[config.mk]
export PLATFORM = sky130hd
export DESIGN_NAME = lsu_ctrl_flat
export DESIGN_NICKNAME = d
export VERILOG_FILES = /design/src/rtl/lsu_ctrl_pkg.sv /design/src/rtl/lsu_ctrl_if.sv /design/src/rtl/lsu_align.sv /design/src/rtl/lsu_ctrl.sv /design/src/flat_wrapper.sv
export SDC_FILE = /design/constraint.sdc
export NUM_CORES = 1
export LEC_CHECK = 0
export CELL_PAD_IN_SITES_DETAIL_PLACEMENT = 1
export CELL_PAD_IN_SITES_GLOBAL_PLACEMENT = 1
export CORE_MARGIN = 2
export CORE_UTILIZATION = 40
export DETAILED_ROUTE_END_ITERATION = 8
export PLACE_DENSITY = 0.9
export SKIP_CTS_REPAIR_TIMING = 1
export SLEW_MARGIN = 5
export SYNTH_ARGS = -nofsm -noshare
export SYNTH_HDL_FRONTEND = slang
export SYNTH_SLANG_ARGS = --single-unit
export TNS_END_PERCENT = 30
[constraint.sdc]
create_clock -name clk -period 3.45 [get_ports clk]
set_input_delay 0.69 -clock clk [delete_from_list [all_inputs] [get_ports clk]]
set_output_delay 0.69 -clock clk [all_outputs]
set_load 0.05 [all_outputs]
[src/rtl/lsu_ctrl_pkg.sv]
// Shared encodings for the load/store unit: RISC-V func3 codes, FSM states and
// the func3 legality rule used at request acceptance.
package lsu_ctrl_pkg;

  localparam logic [2:0] F3_LB  = 3'b000;
  localparam logic [2:0] F3_LH  = 3'b001;
  localparam logic [2:0] F3_LW  = 3'b010;
  localparam logic [2:0] F3_LBU = 3'b100;
  localparam logic [2:0] F3_LHU = 3'b101;
  localparam logic [2:0] F3_SB  = 3'b000;
  localparam logic [2:0] F3_SH  = 3'b001;
  localparam logic [2:0] F3_SW  = 3'b010;

  typedef enum logic [1:0] {
    LSU_IDLE   = 2'd0,
    LSU_FIRST  = 2'd1,
    LSU_SECOND = 2'd2,
    LSU_RESP   = 2'd3
  } lsu_state_e;

  function automatic logic f3_legal(input logic write, input logic [2:0] f3);
    if (write)
      return (f3 == F3_SB) || (f3 == F3_SH) || (f3 == F3_SW);
    return (f3 == F3_LB) || (f3 == F3_LH) || (f3 == F3_LW) ||
           (f3 == F3_LBU) || (f3 == F3_LHU);
  endfunction

endpackage

[src/rtl/lsu_ctrl_if.sv]
// Pipeline request/response and word-aligned data-memory port of the LSU.
// master = the LSU itself, slave = the pipeline plus memory environment.
interface lsu_ctrl_if #(parameter int ADDR_W = 32);

  logic              req_valid;
  logic              req_ready;
  logic              req_write;
  logic [2:0]        req_func3;
  logic [ADDR_W-1:0] req_addr;
  logic [31:0]       req_wdata;
  logic              resp_valid;
  logic [31:0]       resp_rdata;
  logic              resp_err;
  logic              mem_req;
  logic              mem_we;
  logic [3:0]        mem_be;
  logic [ADDR_W-1:0] mem_addr;
  logic [31:0]       mem_wdata;
  logic              mem_ack;
  logic [31:0]       mem_rdata;

  modport master (
    input  req_valid, req_write, req_func3, req_addr, req_wdata, mem_ack, mem_rdata,
    output req_ready, resp_valid, resp_rdata, resp_err,
           mem_req, mem_we, mem_be, mem_addr, mem_wdata
  );

  modport slave (
    output req_valid, req_write, req_func3, req_addr, req_wdata, mem_ack, mem_rdata,
    input  req_ready, resp_valid, resp_rdata, resp_err,
           mem_req, mem_we, mem_be, mem_addr, mem_wdata
  );

endinterface

[src/rtl/lsu_align.sv]
// Byte-lane steering for one access: byte enables and lane-aligned store data
// for either half of a (possibly split) word transaction.
module lsu_align
  import lsu_ctrl_pkg::*;
(
  input  logic [2:0]  func3,
  input  logic [1:0]  off,
  input  logic        write,
  input  logic        half,
  input  logic [31:0] wdata,
  output logic [3:0]  be,
  output logic [31:0] wdata_lane,
  output logic        misal
);

  logic [3:0]  size_mask;
  logic [7:0]  lane_mask;
  logic [63:0] wide;

  always_comb begin
    size_mask = 4'b1111;
    case (func3)
      F3_LB, F3_LBU: size_mask = 4'b0001;
      F3_LH, F3_LHU: size_mask = 4'b0011;
      default:       size_mask = 4'b1111;
    endcase
  end

  // Shifting across a two-word window: the upper nibble/word is what spills
  // into the next aligned word.
  assign lane_mask  = {4'b0000, size_mask} << off;
  assign wide       = {32'h0, wdata} << {off, 3'b000};
  assign misal      = |lane_mask[7:4];
  assign be         = half ? lane_mask[7:4] : lane_mask[3:0];
  assign wdata_lane = !write ? 32'h0 : (half ? wide[63:32] : wide[31:0]);

endmodule

[src/rtl/lsu_ctrl.sv]
// Load/store unit: captures one byte-addressed access, issues one or two
// word transactions on the memory port, and returns the extended load data.
module lsu_ctrl #(
  parameter int ADDR_W = 32
) (
  input logic        clk,
  input logic        rst_n,
  lsu_ctrl_if.master bus
);
  import lsu_ctrl_pkg::*;

  lsu_state_e  state;
  logic [2:0]  func3_p0;
  logic [1:0]  off_p0;
  logic        write_p0;
  logic        misal_p0;
  logic [31:0] wdata_p0;
  logic [31:0] lo_p1;

  logic        idle;
  logic [2:0]  al_func3;
  logic [1:0]  al_off;
  logic        al_write;
  logic [31:0] al_wdata;
  logic [3:0]  al_be;
  logic [31:0] al_lane;
  logic        al_misal;
  logic [55:0] rd_win;
  logic [31:0] rd_asm;

  function automatic logic [31:0] extend_load(input logic [2:0] f3, input logic [31:0] raw);
    logic signed [7:0]  b_s;
    logic signed [15:0] h_s;
    logic signed [31:0] r_s;
    b_s = raw[7:0];
    h_s = raw[15:0];
    case (f3)
      F3_LB:   r_s = b_s;
      F3_LH:   r_s = h_s;
      F3_LBU:  r_s = {24'h0, raw[7:0]};
      F3_LHU:  r_s = {16'h0, raw[15:0]};
      default: r_s = raw;
    endcase
    return r_s;
  endfunction

  assign idle          = (state == LSU_IDLE);
  assign bus.req_ready = idle;

  // In IDLE the aligner looks at the live request so the first transaction can
  // be registered at the accept edge; afterwards it sees the captured copy.
  assign al_func3 = idle ? bus.req_func3      : func3_p0;
  assign al_off   = idle ? bus.req_addr[1:0]  : off_p0;
  assign al_write = idle ? bus.req_write      : write_p0;
  assign al_wdata = idle ? bus.req_wdata      : wdata_p0;

  lsu_align u_align (
    .func3      (al_func3),
    .off        (al_off),
    .write      (al_write),
    .half       (state == LSU_FIRST),
    .wdata      (al_wdata),
    .be         (al_be),
    .wdata_lane (al_lane),
    .misal      (al_misal)
  );

  // Byte window in access order; the result starts at the access offset.
  assign rd_win = (state == LSU_SECOND) ? {bus.mem_rdata[23:0], lo_p1}
                                        : {24'h0, bus.mem_rdata};

  always_comb begin
    rd_asm = rd_win[31:0];
    case (off_p0)
      2'd1:    rd_asm = rd_win[39:8];
      2'd2:    rd_asm = rd_win[47:16];
      2'd3:    rd_asm = rd_win[55:24];
      default: rd_asm = rd_win[31:0];
    endcase
  end

  always_ff @(posedge clk or negedge rst_n) begin
    if (!rst_n) begin
      state          <= LSU_IDLE;
      func3_p0       <= '0;
      off_p0         <= '0;
      write_p0       <= 1'b0;
      misal_p0       <= 1'b0;
      wdata_p0       <= '0;
      lo_p1          <= '0;
      bus.resp_valid <= 1'b0;
      bus.resp_rdata <= '0;
      bus.resp_err   <= 1'b0;
      bus.mem_req    <= 1'b0;
      bus.mem_we     <= 1'b0;
      bus.mem_be     <= '0;
      bus.mem_addr   <= '0;
      bus.mem_wdata  <= '0;
    end else begin
      case (state)
        // p0: request capture
        LSU_IDLE: begin
          if (bus.req_valid) begin
            func3_p0 <= bus.req_func3;
            off_p0   <= bus.req_addr[1:0];
            write_p0 <= bus.req_write;
            wdata_p0 <= bus.req_wdata;
            misal_p0 <= al_misal;
            if (f3_legal(bus.req_write, bus.req_func3)) begin
              state         <= LSU_FIRST;
              bus.mem_req   <= 1'b1;
              bus.mem_we    <= bus.req_write;
              bus.mem_be    <= al_be;
              bus.mem_addr  <= {bus.req_addr[ADDR_W-1:2], 2'b00};
              bus.mem_wdata <= al_lane;
            end else begin
              state          <= LSU_RESP;
              bus.resp_valid <= 1'b1;
              bus.resp_err   <= 1'b1;
              bus.resp_rdata <= '0;
            end
          end
        end
        // p1: first word transaction
        LSU_FIRST: begin
          if (bus.mem_ack) begin
            lo_p1 <= bus.mem_rdata;
            if (misal_p0) begin
              state         <= LSU_SECOND;
              bus.mem_be    <= al_be;
              bus.mem_addr  <= bus.mem_addr + ADDR_W'(4);
              bus.mem_wdata <= al_lane;
            end else begin
              state          <= LSU_RESP;
              bus.mem_req    <= 1'b0;
              bus.resp_valid <= 1'b1;
              bus.resp_err   <= 1'b0;
              bus.resp_rdata <= write_p0 ? 32'h0 : extend_load(func3_p0, rd_asm);
            end
          end
        end
        // p2: second word transaction of a split access
        LSU_SECOND: begin
          if (bus.mem_ack) begin
            state          <= LSU_RESP;
            bus.mem_req    <= 1'b0;
            bus.resp_valid <= 1'b1;
            bus.resp_err   <= 1'b0;
            bus.resp_rdata <= write_p0 ? 32'h0 : extend_load(func3_p0, rd_asm);
          end
        end
        LSU_RESP: begin
          state          <= LSU_IDLE;
          bus.resp_valid <= 1'b0;
          bus.resp_err   <= 1'b0;
          bus.resp_rdata <= '0;
        end
        default: state <= LSU_IDLE;
      endcase
    end
  end

endmodule

[src/flat_wrapper.sv]
// flat-port wrapper written by rule: the top's interface ports become plain ports
module lsu_ctrl_flat import lsu_ctrl_pkg::*;
#(
  parameter int ADDR_W = 32
)
  (clk, rst_n, bus_req_valid, bus_req_write, bus_req_func3, bus_req_addr, bus_req_wdata, bus_mem_ack, bus_mem_rdata, bus_req_ready, bus_resp_valid, bus_resp_rdata, bus_resp_err, bus_mem_req, bus_mem_we, bus_mem_be, bus_mem_addr, bus_mem_wdata);
  lsu_ctrl_if #(.ADDR_W(ADDR_W)) bus_i ();
  input logic clk;
  input logic rst_n;
  input wire logic [$bits(bus_i.req_valid)-1:0] bus_req_valid;
  input wire logic [$bits(bus_i.req_write)-1:0] bus_req_write;
  input wire logic [$bits(bus_i.req_func3)-1:0] bus_req_func3;
  input wire logic [$bits(bus_i.req_addr)-1:0] bus_req_addr;
  input wire logic [$bits(bus_i.req_wdata)-1:0] bus_req_wdata;
  input wire logic [$bits(bus_i.mem_ack)-1:0] bus_mem_ack;
  input wire logic [$bits(bus_i.mem_rdata)-1:0] bus_mem_rdata;
  output wire logic [$bits(bus_i.req_ready)-1:0] bus_req_ready;
  output wire logic [$bits(bus_i.resp_valid)-1:0] bus_resp_valid;
  output wire logic [$bits(bus_i.resp_rdata)-1:0] bus_resp_rdata;
  output wire logic [$bits(bus_i.resp_err)-1:0] bus_resp_err;
  output wire logic [$bits(bus_i.mem_req)-1:0] bus_mem_req;
  output wire logic [$bits(bus_i.mem_we)-1:0] bus_mem_we;
  output wire logic [$bits(bus_i.mem_be)-1:0] bus_mem_be;
  output wire logic [$bits(bus_i.mem_addr)-1:0] bus_mem_addr;
  output wire logic [$bits(bus_i.mem_wdata)-1:0] bus_mem_wdata;
  assign bus_i.req_valid = bus_req_valid;
  assign bus_i.req_write = bus_req_write;
  assign bus_i.req_func3 = bus_req_func3;
  assign bus_i.req_addr = bus_req_addr;
  assign bus_i.req_wdata = bus_req_wdata;
  assign bus_i.mem_ack = bus_mem_ack;
  assign bus_i.mem_rdata = bus_mem_rdata;
  assign bus_req_ready = bus_i.req_ready;
  assign bus_resp_valid = bus_i.resp_valid;
  assign bus_resp_rdata = bus_i.resp_rdata;
  assign bus_resp_err = bus_i.resp_err;
  assign bus_mem_req = bus_i.mem_req;
  assign bus_mem_we = bus_i.mem_we;
  assign bus_mem_be = bus_i.mem_be;
  assign bus_mem_addr = bus_i.mem_addr;
  assign bus_mem_wdata = bus_i.mem_wdata;
  lsu_ctrl #(.ADDR_W(ADDR_W)) u_core (.clk(clk), .rst_n(rst_n), .bus(bus_i));
endmodule
==> reports/metrics.cfg <==
[yosys]
netlist_instances = 1012
ys.flop_type = dfrtp_1
synth_area_leaders = dfrtp_1 44%, mux2_2 13%, mux2i_1 6.7%, a21oi_1 4.1%, o21ai_0 4.1%
async_flop_share = 1.00
yosys_warnings = 0
yosys.area.top_type = dfrtp_1
yosysSeqAreaShare = 0.436
yosysTopAreaCellShare = 0.436
syn_area_um2 = 10000
synth.distinct_cells = 58
ys_seq_elements = 175
syn_area_per_cell_um2 = 9.93
synth_edf_count = 0

[timing]
setup_viol = 0
slew_headroom = 0.297
finalClockSkew_ns = 0.0147
worst_slew_pin_slew_ns = 1.05
tns_ns = 0
rsz0062_at_grt = no
final_max_slew_viol_count = 0
whs_ns = 0.307
period_share = 0.924
hold_viol = 0
max_freq_mhz = 314
fin_crit_ns = 3.19

[routing]
viasPerCell = 6.02
ant_nets = 0
drtIter0Drc = 736
dr.pass1.iters = 5
vias = 9216
wl_per_cell_um = 22.7
totalWireLength_mm = 34.7
drc_errors = 0

[layout]
final_cell_area_um2 = 13000
final_cell_mix = 205 x clkdlybuf4s50_1, 174 x dfrtp_1, 114 x mux2_2
drive_gt1_frac = 0.161
synthToLayoutAreaGrowth_pct = 29.7
layout.cells.most_common = clkdlybuf4s50_1
fin_cells = 1530
final_nets = 1296

[worst_setup_path]
worstPathMaxFanout = 19
arrival_ns = 2.50
cp-start-kind = flop
end_kind = primary output
path_class = flop to primary output
critPathRequiredTime_ns = 2.76

[die]
die_w_um = 163
fp.coreArea_um2 = 24900
rows = 58
fp.dieH_um = 163
start_util = 0.404
ioPinCount = 209
die-area_um2 = 26400

[global_routing]
grt_max_degree = 81
antenna_found_initial = 2
gr-total-overflow = 0
grt_pass1_wl_mm = 53.5
grt_pass1_vias = 9566
track_usage = 0.261

[clock_tree]
cts.clk_slew.worst_paths_ns = 0.07
cts.path.max_buffers = 2
numCtsBuffers = 17
worst_skew_pair.late_latency_ns = 0.44
cts-root-buf = clkbuf_16
cts.sinks = 175
cts_max_level = 4
cts_tree = done

[pwr]
irDropWorstVdd_v = 0.000450
p_leak_uw = 0.00535
power_density_nw_per_um2 = 1160

[place]
placedInstanceArea_um2 = 12500
portBuffers = 206
dpl.hpwl_mm = 24.7
place.gp.congestion = 0.883
place_inst = 1497

[hold_path]
hp-class = input port to asynchronous set/reset pin

[outcome]
status = completed

[run]
drv_cap = 0

-- final timing paths --
path | to | start | slack [ns] | cells after the start
min in group clk | u_core.bus.mem_be[3]$_DFFE_PN0P_ | u_core.bus.mem_be[3]$_DFFE_PN0P_ | 0.48 | 2
hold reg to reg | u_core.bus.mem_be[3]$_DFFE_PN0P_ | u_core.bus.mem_be[3]$_DFFE_PN0P_ | 0.48 | 2
setup / recovery | bus_req_ready | u_core.state[0]$_DFFE_PN0P_ | 0.26 | 3
setup reg to reg | u_core.bus.mem_wdata[10]$_DFFE_PN0P_ | u_core.state[0]$_DFFE_PN0P_ | 0.42 | 8
max in group asynchronous | u_core.wdata_p0[18]$_DFFE_PN0P_ | rst_n | 2.25 | 2
hold / removal | u_core.lo_p1[9]$_DFFE_PN0P_ | rst_n | 0.31 | 1
-- state kept, by name, indices dropped and copies added, names as in the netlist --
register	cells
u_core.bus.mem_wdata	32
u_core.bus.resp_rdata	32
u_core.lo_p1	32
u_core.wdata_p0	32
u_core.bus.mem_addr	30
u_core.bus.mem_be	4
u_core.func3_p0	3
u_core.off_p0	2
u_core.state	2
u_core.bus.mem_req	1
u_core.bus.mem_we	1
u_core.bus.resp_err	1
u_core.bus.resp_valid	1
u_core.misal_p0	1
u_core.write_p0	1
-- through the flow --
stage               setup slack, ns   util  power (uW)
floorplan                     0.545      -       10000
global placement              0.485  0.501       12600
detailed placement            0.416  0.501       13000
CTS                           0.255  0.524       15000
global route                  0.142  0.524       15900
finish                        0.261  0.524       15100
-- where the power goes --
| part | switching, uW | internal (uW) | total [uW] |
|---|---|---|---|
| Clock | 967 | 967 | 1930 |
| Combinational | 5780 | 3550 | 9330 |
| Sequential | 848 | 2990 | 3840 |
-- cell type report --
cell class              count  area, um2
flip-flops and latches    175       4380
clock inverters            14        149
multi-input cells         742       5290
well taps                 330        413
clock buffers              18        429
inverters                  19       71.3
fillers                  2727      11900
repair buffers            231       2300
diodes                      1       2.50
-- per-layer routing --
| layer | track usage | wire length (um) | up-vias |
|---|---|---|---|
| met2 | 0.437 | 16900 | 365 |
| met5 | 0 | 13 | - |
| met3 | 0.0532 | 2080 | 81 |
| met4 | 0.111 | 1260 | 2 |
| met1 | 0.329 | 14400 | 4641 |
| li1 | - | - | 4127 |
-- cell families (layout without fill, tap and decap cells) --
group	after synthesis	in the layout	synth area share
compound gates	319	319	0.203
simple gates	227	227	0.102
mux	188	188	0.210
flops	175	175	0.436
buf+inv	96	282	0.0411
fa+ha+maj	6	6	0.00747
other cells	1	3	0.000373
-- critical path, stage by stage (launching register included) --
cell	delay (ns)
dfrtp_1	0.42
inv_1	0.17
ha_2	0.57
clkdlybuf4s50_1	0.91
-- synth_stat cells (all sizes together) (2+ instances only) --
cell / number
o21a: 3
a22oi: 13
and3: 12
nand3: 41
and4: 5
ha: 6
nand4: 3
dfrtp: 175
mux2i: 67
buf: 34
nand2: 85
nor2: 61
a21oi: 83
o21ai: 84
o311ai: 3
a211oi: 8
o221a: 4
mux2: 114
a2bb2oi: 16
o22ai: 32
clkbuf: 43
a31oi: 7
nor3: 5
a22o: 39
mux4: 7
and2: 3
a221oi: 5
o221ai: 6
o211ai: 4
nor2b: 4
nor4: 2
or3: 2
inv: 17
clkinv: 2
a21boi: 3
Power figures use the tool's default switching activity.
